[config.mk]
export PLATFORM = sky130hd
export DESIGN_NAME = arcade_input_map
export DESIGN_NICKNAME = d
export VERILOG_FILES = /design/src/rtl/arcade_input_map.sv
export SDC_FILE = /design/constraint.sdc
export NUM_CORES = 1
export LEC_CHECK = 0
export CAP_MARGIN = 0
export CORE_MARGIN = 3
export CORE_UTILIZATION = 54
export CTS_CLUSTER_DIAMETER = 50
export DETAILED_ROUTE_END_ITERATION = 6
export GPL_ROUTABILITY_DRIVEN = 0
export HOLD_SLACK_MARGIN = 0.06
export PLACE_DENSITY = 0.85
export RECOVER_POWER = 25
export SLEW_MARGIN = 20
export SYNTH_ARGS = -nofsm -noshare
export SYNTH_HDL_FRONTEND = slang
export SYNTH_SLANG_ARGS = --single-unit
export TNS_END_PERCENT = 30
[constraint.sdc]
create_clock -name clk_sys -period 3.2 [get_ports clk_sys]
set_clock_uncertainty 0.2 [all_clocks]
set_input_delay 0.48 -clock clk_sys [delete_from_list [all_inputs] [get_ports clk_sys]]
set_output_delay 0.48 -clock clk_sys [all_outputs]
set_load 0.05 [all_outputs]
[src/rtl/arcade_input_map.sv]
// arcade_input_map: merges PS/2 key events and joystick words into registered
// per-player direction/button/start/coin outputs. Optional autofire: ARCADE_AUTOFIRE_EN.
module arcade_input_map #(
  parameter int unsigned PLAYERS      = 2,
  parameter int unsigned BUTTONS      = 3,
  parameter int unsigned COIN_PULSE   = 16,
  parameter int unsigned AUTOFIRE_DIV = 65536
) (
  input  logic                       clk_sys,
  input  logic                       reset_n,
  input  logic [10:0]                ps2_key,
  input  logic [16*PLAYERS-1:0]      joystick,
  input  logic                       rotate,
  input  logic                       coin_from_start,
  input  logic [PLAYERS-1:0]         autofire,
  output logic [4*PLAYERS-1:0]       dir_out,
  output logic [BUTTONS*PLAYERS-1:0] btn_out,
  output logic [PLAYERS-1:0]         start_out,
  output logic [PLAYERS-1:0]         coin_out
);

  localparam int unsigned CNT_W = $clog2(COIN_PULSE + 1);

  typedef enum logic [2:0] {K_NONE, K_DIR, K_BTN, K_START, K_COIN} key_kind_e;

  typedef struct packed {
    key_kind_e  kind;
    logic [1:0] player;
    logic [1:0] idx;
  } key_hit_t;

  // Direction idx follows the joystick bit order: 0 right, 1 left, 2 down, 3 up.
  function automatic key_hit_t decode_key(input logic ext, input logic [7:0] code);
    key_hit_t h;
    h = '{K_NONE, 2'd0, 2'd0};
    case (code)
      8'h75: h = '{K_DIR, 2'd0, 2'd3};
      8'h72: h = '{K_DIR, 2'd0, 2'd2};
      8'h6b: h = '{K_DIR, 2'd0, 2'd1};
      8'h74: h = '{K_DIR, 2'd0, 2'd0};
      default: begin
        if (!ext) begin
          case (code)
            8'h14, 8'h29: h = '{K_BTN, 2'd0, 2'd0};
            8'h11:        h = '{K_BTN, 2'd0, 2'd1};
            8'h12:        h = '{K_BTN, 2'd0, 2'd2};
            8'h2d:        h = '{K_DIR, 2'd1, 2'd3};
            8'h2b:        h = '{K_DIR, 2'd1, 2'd2};
            8'h23:        h = '{K_DIR, 2'd1, 2'd1};
            8'h34:        h = '{K_DIR, 2'd1, 2'd0};
            8'h1c:        h = '{K_BTN, 2'd1, 2'd0};
            8'h1b:        h = '{K_BTN, 2'd1, 2'd1};
            8'h15:        h = '{K_BTN, 2'd1, 2'd2};
            8'h16, 8'h05: h = '{K_START, 2'd0, 2'd0};
            8'h1e, 8'h06: h = '{K_START, 2'd1, 2'd0};
            8'h26:        h = '{K_START, 2'd2, 2'd0};
            8'h25:        h = '{K_START, 2'd3, 2'd0};
            8'h2e:        h = '{K_COIN, 2'd0, 2'd0};
            8'h36:        h = '{K_COIN, 2'd1, 2'd0};
            8'h3d:        h = '{K_COIN, 2'd2, 2'd0};
            8'h3e:        h = '{K_COIN, 2'd3, 2'd0};
            default:      ;
          endcase
        end
      end
    endcase
    return h;
  endfunction

  logic       valid_q, valid_d;
  logic       prev_tog_q, prev_tog_d;
  logic       key_event;
  key_hit_t   hit;
  logic [3:0] idx_oh;

  always_comb begin
    valid_d    = 1'b1;
    prev_tog_d = ps2_key[10];
    key_event  = valid_q & (ps2_key[10] ^ prev_tog_q);
    hit        = decode_key(ps2_key[8], ps2_key[7:0]);
    idx_oh     = 4'b0001 << hit.idx;
  end

  always_ff @(posedge clk_sys or negedge reset_n) begin
    if (!reset_n) begin
      valid_q    <= 1'b0;
      prev_tog_q <= 1'b0;
    end else begin
      valid_q    <= valid_d;
      prev_tog_q <= prev_tog_d;
    end
  end

`ifdef ARCADE_AUTOFIRE_EN
  localparam int unsigned AF_W = $clog2(AUTOFIRE_DIV);
  logic unused_inputs;
  assign unused_inputs = ^joystick;
`else
  logic unused_inputs;
  assign unused_inputs = ^{joystick, autofire, (AUTOFIRE_DIV > 1)};
`endif

  for (genvar p = 0; p < PLAYERS; p++) begin : g_player
    logic [3:0]         key_dir_q, key_dir_d, raw_dir, dir_q, dir_d;
    logic [BUTTONS-1:0] key_btn_q, key_btn_d, raw_btn, btn_q, btn_d;
    logic               key_start_q, key_start_d, key_coin_q, key_coin_d;
    logic               raw_start, start_q, start_d;
    logic               coin_req, req_prev_q, req_prev_d, coin_out_q, coin_out_d;
    logic [CNT_W-1:0]   cnt_q, cnt_d;
    logic               sel;
`ifdef ARCADE_AUTOFIRE_EN
    logic [AF_W-1:0]    af_cnt_q, af_cnt_d;
    logic               af_ph_q, af_ph_d, af_prev_q, af_prev_d;
`endif

    assign sel = key_event && (hit.player == 2'(p));

    // Button masks are cut to BUTTONS bits, so keys for absent buttons fall away.
    always_comb begin
      key_dir_d   = key_dir_q;
      key_btn_d   = key_btn_q;
      key_start_d = key_start_q;
      key_coin_d  = key_coin_q;
      if (sel) begin
        case (hit.kind)
          K_DIR:   key_dir_d = (key_dir_q & ~idx_oh) | (idx_oh & {4{ps2_key[9]}});
          K_BTN:   key_btn_d = (key_btn_q & ~idx_oh[BUTTONS-1:0]) |
                               (idx_oh[BUTTONS-1:0] & {BUTTONS{ps2_key[9]}});
          K_START: key_start_d = ps2_key[9];
          K_COIN:  key_coin_d  = ps2_key[9];
          default: ;
        endcase
      end
    end

    always_comb begin
      raw_dir    = key_dir_q | joystick[16*p +: 4];
      raw_btn    = key_btn_q | joystick[16*p+4 +: BUTTONS];
      raw_start  = key_start_q | joystick[16*p+7];
      coin_req   = key_coin_q | joystick[16*p+8] | (coin_from_start & raw_start);
      dir_d      = rotate ? {raw_dir[1], raw_dir[0], raw_dir[2], raw_dir[3]} : raw_dir;
      btn_d      = raw_btn;
      start_d    = raw_start;
      req_prev_d = coin_req;
      coin_out_d = (cnt_q != '0);
      // Edge detect is gated by valid so a request held through reset never fires.
      if (valid_q && coin_req && !req_prev_q && cnt_q == '0) cnt_d = CNT_W'(COIN_PULSE);
      else if (cnt_q != '0)                                   cnt_d = cnt_q - CNT_W'(1);
      else                                                    cnt_d = cnt_q;
`ifdef ARCADE_AUTOFIRE_EN
      af_cnt_d  = af_cnt_q;
      af_ph_d   = af_ph_q;
      af_prev_d = raw_btn[0];
      if (raw_btn[0] && !af_prev_q) begin
        af_cnt_d = '0;
        af_ph_d  = 1'b1;
      end else if (raw_btn[0]) begin
        if (af_cnt_q == AF_W'(AUTOFIRE_DIV - 1)) begin
          af_cnt_d = '0;
          af_ph_d  = ~af_ph_q;
        end else begin
          af_cnt_d = af_cnt_q + AF_W'(1);
        end
      end
      if (autofire[p]) btn_d[0] = raw_btn[0] & af_ph_d;
`endif
    end

    always_ff @(posedge clk_sys or negedge reset_n) begin
      if (!reset_n) begin
        key_dir_q   <= '0;
        key_btn_q   <= '0;
        key_start_q <= 1'b0;
        key_coin_q  <= 1'b0;
        dir_q       <= '0;
        btn_q       <= '0;
        start_q     <= 1'b0;
        req_prev_q  <= 1'b0;
        coin_out_q  <= 1'b0;
        cnt_q       <= '0;
`ifdef ARCADE_AUTOFIRE_EN
        af_cnt_q    <= '0;
        af_ph_q     <= 1'b0;
        af_prev_q   <= 1'b0;
`endif
      end else begin
        key_dir_q   <= key_dir_d;
        key_btn_q   <= key_btn_d;
        key_start_q <= key_start_d;
        key_coin_q  <= key_coin_d;
        dir_q       <= dir_d;
        btn_q       <= btn_d;
        start_q     <= start_d;
        req_prev_q  <= req_prev_d;
        coin_out_q  <= coin_out_d;
        cnt_q       <= cnt_d;
`ifdef ARCADE_AUTOFIRE_EN
        af_cnt_q    <= af_cnt_d;
        af_ph_q     <= af_ph_d;
        af_prev_q   <= af_prev_d;
`endif
      end
    end

    assign dir_out[4*p +: 4]             = dir_q;
    assign btn_out[BUTTONS*p +: BUTTONS] = btn_q;
    assign start_out[p]                  = start_q;
    assign coin_out[p]                   = coin_out_q;
  end

endmodule

==> results of run 1 <==
power groups by stage:
stage,logic (mW),clock network (mW),registers (mW)
after floorplan,0.280,0,0.838
after global placement,0.457,0,0.796
after detailed placement,0.479,0,0.803
after CTS,0.489,0.437,0.794
after global routing,0.532,0.467,0.805
final,0.485,0.427,0.793
layout make-up:
class / count / area, um2
Timing Repair Buffer: 75 / 723
Fill cell: 369 / 1500
Inverter: 10 / 37.5
Multi-Input combinational cell: 200 / 1490
Clock buffer: 5 / 68.8
Sequential cell: 50 / 1250
Clock inverter: 3 / 40.0
Tap cell: 70 / 87.6
layer usage:
| layer | routed length [um] | vias to the layer above |
|---|---|---|
| li1 | - | 1149 |
| met3 | 274 | 15 |
| met2 | 3380 | 72 |
| met4 | 134 | 0 |
| met5 | 0 | - |
| met1 | 2760 | 1126 |
logic make-up after synthesis:
logic type / share of synthesized area, %
compound gates: 15.4
other cells: 0.127
simple gates: 24.9
fa+ha+maj: 0.848
buf+inv: 6.96
mux: 7.89
xor+xnor: 1.48
flops: 42.4
layout by cell type, fill, tap and decap left out, types with 5 or more instances in the layout:
cell type	count
nor2b_1	6
nand3_1	7
nor3b_1	6
inv_1	10
clkbuf_8	5
mux2_1	10
o211ai_1	9
o21ai_0	7
a21oi_1	19
nand2_1	10
dlygate4sd3_1	10
clkdlybuf4s50_1	40
buf_4	21
or2_2	10
nand4_1	5
mux2_2	8
nor3_1	10
dfrtp_1	50
nand3b_1	7
nor2_1	18
worst paths after layout:
path	startpoint	to	slack, ns	depth (start not counted)
worst max-delay path	ps2_key[2]	flop	0.32	8
worst min-delay path	flop	g_player[0].btn_q[0]	0.26	1
worst max register to register	prev_tog_q	g_player[1].key_start_q	0.89	6
worst min register to register	flop	g_player[0].btn_q[0]	0.26	1
max in group asynchronous	reset_n	g_player[0].dir_q[0]	1.33	2
min in group asynchronous	reset_n	g_player[1].coin_out_q	0.75	2
worst reg2reg max path: stages (launching register included):
cell      delay [ns]
dfrtp_1         0.38
xor2_1          0.24
o311ai_1        0.20
nor2_1          0.36
o21ai_2         0.19
nor4b_2         0.30
mux2_1          0.35
per-stage QoR:
stage          instances  util, %  instance area, um2  hold WS (ns)
2_1_floorplan        279        -                2950       -0.0156
3_3_place_gp         404     68.8                3580         0.238
3_5_place_dp         404     68.8                3580         0.237
4_1_cts              412     70.9                3690         0.195
5_1_grt              413     71.1                3700         0.272
6_report             413     71.1                3700         0.255
==> impl_metrics.csv, run 1 <==
group,metric,value,unit
timing,finalSetupViolCount,0,
logic_synthesis,synth_area,2950,um2
power,power_frac_comb,28.4,%
setup_path,path_cells,"clkdlybuf4s50_1 -> buf_4 -> nand3b_1 -> a21o_1 -> o2111ai_1 -> o31ai_2 -> nor4b_2 -> mux2_1",
setup_path,cpMaxStageDelayCell,"clkdlybuf4s50_1",
cells_and_area,drive_above_1_share,22.2,%
floorplanning,die_w,79.9,um
logic_synthesis,syn_nets,330,
setup_path,critical_path.top_delay_family,"buffers and inverters",
floorplanning,die_h,79.9,um
logic_synthesis,yosysUniqueCellTypes,63,
logic_synthesis,synth_commonest_cells,"dfrtp_1 (50), a21oi_1 (19), nor2_1 (18)",
timing,post-route-min-period,2.88,ns
setup_path,start_kind,"primary input",
detailed_routing,vias,2362,
power,switching_share,31.5,%
detailed_routing,antenna_left,0,
detailed_routing,routed_via_density,5.72,
power,seqPwrFrac,46.5,%
clocking,cts_hold_buf,0,
run_status,status,"complete, no violations",
floorplanning,pin_count,67,
cells_and_area,diodes,0,
detailed_routing,drtIter0Drc,98,
worst_hold_path,worstHoldPathType,"reg -> reg",
logic_synthesis,ys.flop_type,"dfrtp_1",
detailed_routing,wl,6550,um
global_routing,gr-usage-met1,27.8,%
setup_path,cpPeakStageDelay,0.67,ns
clocking,clk_pin_slew,0.08,ns
global_routing,grt_max_degree,51,
placement,place_ws,0.0103,ns
clocking,clockRootBuffer,"clkbuf_8",
detailed_routing,drc,0,
power,power-per-cell-area,460,nW/um2
logic_synthesis,synth_cells,279,
logic_synthesis,synth_area_leaders,"dfrtp_1 (42%), mux2_1 (3.8%), a21oi_1 (3.2%)",
placement,detailed_place_hpwl,4800,um
power,power.switching,537,uW
logic_synthesis,syn_area_per_cell,10.6,um2
placement,portBuffers,50,
clocking,clock_path_buffers,2,
floorplanning,fp.dieArea,6390,um2
global_routing,overflow,0,
timing,tightest_slew,1.18,ns
clocking,post_cts_buffers,0,
setup_path,cp.required,3.18,ns
timing,fin_tns_setup,0,ns
global_routing,global_route.usage.met2,38.3,%
logic_synthesis,synth_edf_count,0,
timing,setup_ws,0.317,ns
cells_and_area,syn_to_final_growth,25.5,%
power,p_clk_share,25.0,%
global_routing,grt_pass1_vias,2296,
global_routing,busiest_layer,"met2",
power,max-vdd-ir-drop,276,uV
setup_path,crit_type,"in -> reg",
logic_synthesis,synth-seq-cells,50,
timing,hold_viol_final,0,
timing,slew_headroom,21.1,%
logic_synthesis,synthArstFlopShare,100,%
setup_path,critPathCaptureType,"flop",
global_routing,antenna_found_initial,0,
clocking,cts_tree,"yes",
clocking,cts_buffers,5,
floorplanning,num_rows,26,
power,total_power,1.70,mW
cells_and_area,nNetsFinal,393,
clocking,cts_max_level,2,
global_routing,grt_pass1_wl,11100,um
logic_synthesis,seq_area_frac_synth,42.4,%
timing,period_share,90.1,%
timing,timing.fmax,347,MHz
floorplanning,core_area,5200,um2
logic_synthesis,yosysMostFrequentCell,"dfrtp_1",
clocking,cts_resized,0,
clocking,clkSinkCount,50,
timing,rsz0062_at_grt,"false",
logic_synthesis,synth_top_area_share,42.4,%
logic_synthesis,yosysWarnings,0,
clocking,clock_latency,0.30,ns
setup_path,crit_arrival,2.87,ns
setup_path,cp.buffers_inverters,2,
global_routing,use_met3,2.60,%
logic_synthesis,synth_top_cell_by_area,"dfrtp_1",
global_routing,grt.total_usage,22.0,%
detailed_routing,wl_per_cell,15.9,um
setup_path,crit_fanout,9,
power,power.internal,1.17,mW
timing,drv_slew,0,
detailed_routing,drt-pass1-iter-count,4,
power,p_leak,1.57,nW
job,maxCapViolCount,0,
floorplanning,start_util,56.7,%
Power figures use the tool's default switching activity.
==> run 2: changes to the inputs <==
--- a/config.mk
+++ b/config.mk
@@ -11,6 +11,7 @@
 export CTS_CLUSTER_DIAMETER = 50
 export DETAILED_ROUTE_END_ITERATION = 6
 export GPL_ROUTABILITY_DRIVEN = 0
+export GPL_TIMING_DRIVEN = 0
 export HOLD_SLACK_MARGIN = 0.06
 export PLACE_DENSITY = 0.85
 export RECOVER_POWER = 25
==> run 2 against run 1 <==
Net effect:
- sequential share of layout area is 0.56 points higher
- global-route usage is 1.2 points lower
- total power hardly changed
- non-clock buffer count is 7 lower
- clock power is 2% higher
- utilization is 1.2 points lower
- register-to-register slack hardly changed
- routed wire length is 4.6% lower
- final cell count is 1.7% lower
- critical path type unchanged
- die area stayed put
==> impl_metrics.csv, run 2 (synthesis gave the netlist of run 1 again) <==
group,metric,value,unit
clocking,clock_path_buffers,2,
power,max-vdd-ir-drop,232,uV
setup_path,timing.rr.start,"prev_tog_q",
floorplanning,pin_count,67,
timing,drv_slew,0,
timing,timing.fmax,344,MHz
detailed_routing,wl,6250,um
clocking,clock_latency,0.30,ns
setup_path,crit_fanout,10,
clocking,clockRootBuffer,"clkbuf_8",
global_routing,antenna_found_initial,0,
floorplanning,core_area,5200,um2
setup_path,cpMaxStageDelayCell,"clkdlybuf4s50_1",
global_routing,grt_pass1_vias,2211,
timing,holdWs,0.262,ns
power,p_leak,1.52,nW
setup_path,path_cells,"clkdlybuf4s50_1 -> buf_4 -> nand3b_1 -> o32a_1 -> a221oi_2 -> nor2_2 -> buf_6 -> nor4_2 -> mux2_1",
cells_and_area,nNetsFinal,386,
floorplanning,die_h,79.9,um
setup_path,cpPeakStageDelay,0.54,ns
setup_path,start_kind,"primary input",
placement,placedCellCount,397,
global_routing,grt_pass1_wl,10500,um
clocking,cts_max_level,2,
job,maxCapViolCount,0,
run_status,status,"complete, no violations",
detailed_routing,drtIter0Drc,139,
worst_hold_path,min_to,"g_player[1].btn_q[0]",
cells_and_area,drive_above_1_share,19.9,%
cells_and_area,diodes,0,
setup_path,reg2reg_depth,5,
setup_path,crit_type,"in -> reg",
cells_and_area,layoutNonFillerInstCount,406,
clocking,cts_tree,"yes",
detailed_routing,antenna_left,0,
timing,tightest_slew,0.951,ns
placement,detailed_place_hpwl,4700,um
clocking,post_cts_buffers,0,
global_routing,grt_max_degree,35,
floorplanning,num_rows,26,
clocking,clk_pin_slew,0.08,ns
setup_path,cp.buffers_inverters,3,
power,power-per-cell-area,468,nW/um2
setup_path,crit_arrival,2.90,ns
setup_path,critPathCaptureType,"flop",
cells_and_area,syn_to_final_growth,23.5,%
detailed_routing,vias,2356,
floorplanning,die_w,79.9,um
timing,rsz0062_at_grt,"false",
setup_path,r2r_setup_slack,0.88,ns
detailed_routing,drc,0,
clocking,cts_resized,0,
clocking,clkSinkCount,50,
global_routing,grt.total_usage,20.8,%
global_routing,overflow,0,
cells_and_area,layout_common_cells,"dfrtp_1 (50), clkdlybuf4s50_1 (37), a21oi_1 (19)",
cells_and_area,final_common_cell,"dfrtp_1",
floorplanning,fp.dieArea,6390,um2
cells_and_area,fillCellCount,389,
placement,post_dp_cell_area,3520,um2
worst_hold_path,hold_path_depth,1,
clocking,cts_buffers,5,
cells_and_area,final_cell_area,3640,um2
timing,period_share,90.9,%
timing,slew_headroom,36.6,%
floorplanning,start_util,56.7,%
timing,hold_viol_final,0,
detailed_routing,drt-pass1-iter-count,4,
placement,portBuffers,47,
detailed_routing,routed_via_density,5.80,
detailed_routing,wl_per_cell,15.4,um
worst_hold_path,worstHoldPathType,"reg -> reg",
setup_path,critical_path.top_delay_family,"buffers and inverters",
setup_path,cp.required,3.19,ns
timing,post-route-min-period,2.91,ns
timing,finalSetupViolCount,0,
[run 2: changes by cell type in the layout (fill, tap and decap cells not counted)]
cell,previous run,this run
buf_2,0,2
buf_12,3,1
clkbuf_1,0,5
clkbuf_2,1,0
buf_4,21,5
clkdlybuf4s50_1,40,37
buf_6,0,6
clkbuf_8,5,8
clkinvlp_4,0,1
clkinv_2,2,0
[run 2: worst max-delay path by stage]
stage / endpoint / cells past startpoint / slack [ns] / start
after floorplan: flop / 8 / 0.65 / ps2_key[1]
after CTS: flop / 10 / 0.28 / ps2_key[0]
after global routing: flop / 8 / 0.09 / ps2_key[0]
after detailed placement: flop / 10 / -0.05 / ps2_key[0]
final: flop / 9 / 0.29 / ps2_key[4]
after global placement: flop / 9 / 0.007 / ps2_key[4]
[run 2: layout make-up]
class	instances	area (um2)	area share, %
Buffer	19	168	4.60
Clock buffer	6	72.6	1.99
Clock inverter	2	37.5	1.03
Inverter	10	37.5	1.03
Multi-Input combinational cell	200	1490	41.0
Sequential cell	50	1250	34.4
Tap cell	70	87.6	2.40
Timing Repair Buffer	49	494	13.6
[run 2: metrics by stage]
step | TNS [ns] | total power [mW] | util (%) | setup slack (ns)
finish | 0 | 1.70 | 70.0 | 0.290
global route | 0 | 1.80 | 70.0 | 0.0891
CTS | 0 | 1.72 | 70.0 | 0.276
detailed placement | -0.197 | 1.28 | 67.7 | -0.0525
global placement | 0 | 1.26 | 67.4 | 0.00704
floorplan | 0 | 1.12 | - | 0.653
[run 2: per-layer routing]
metal	global-route usage (%)	vias to the layer above	share of wire (%)	wire length, um
met3	3.72	7	5.2	325
met4	7.60	0	1.6	98
met1	26.3	1145	43	2660
met5	0	-	0	0
met2	35.4	77	51	3160
li1	-	1127	-	-
[run 2: report_power, final]
| part | internal [mW] | switching [mW] | total (mW) |
|---|---|---|---|
| Sequential | 0.729 | 0.0614 | 0.790 |
| Clock | 0.233 | 0.202 | 0.436 |
| Combinational | 0.208 | 0.269 | 0.477 |
| Total | 1.17 | 0.533 | 1.70 |
[run 2: timing repair]
item                                    4_1_cts  5_1_grt
endpoints found under the setup margin        0        0
endpoints found under the hold margin        16        0
hold buffers                                  1        0
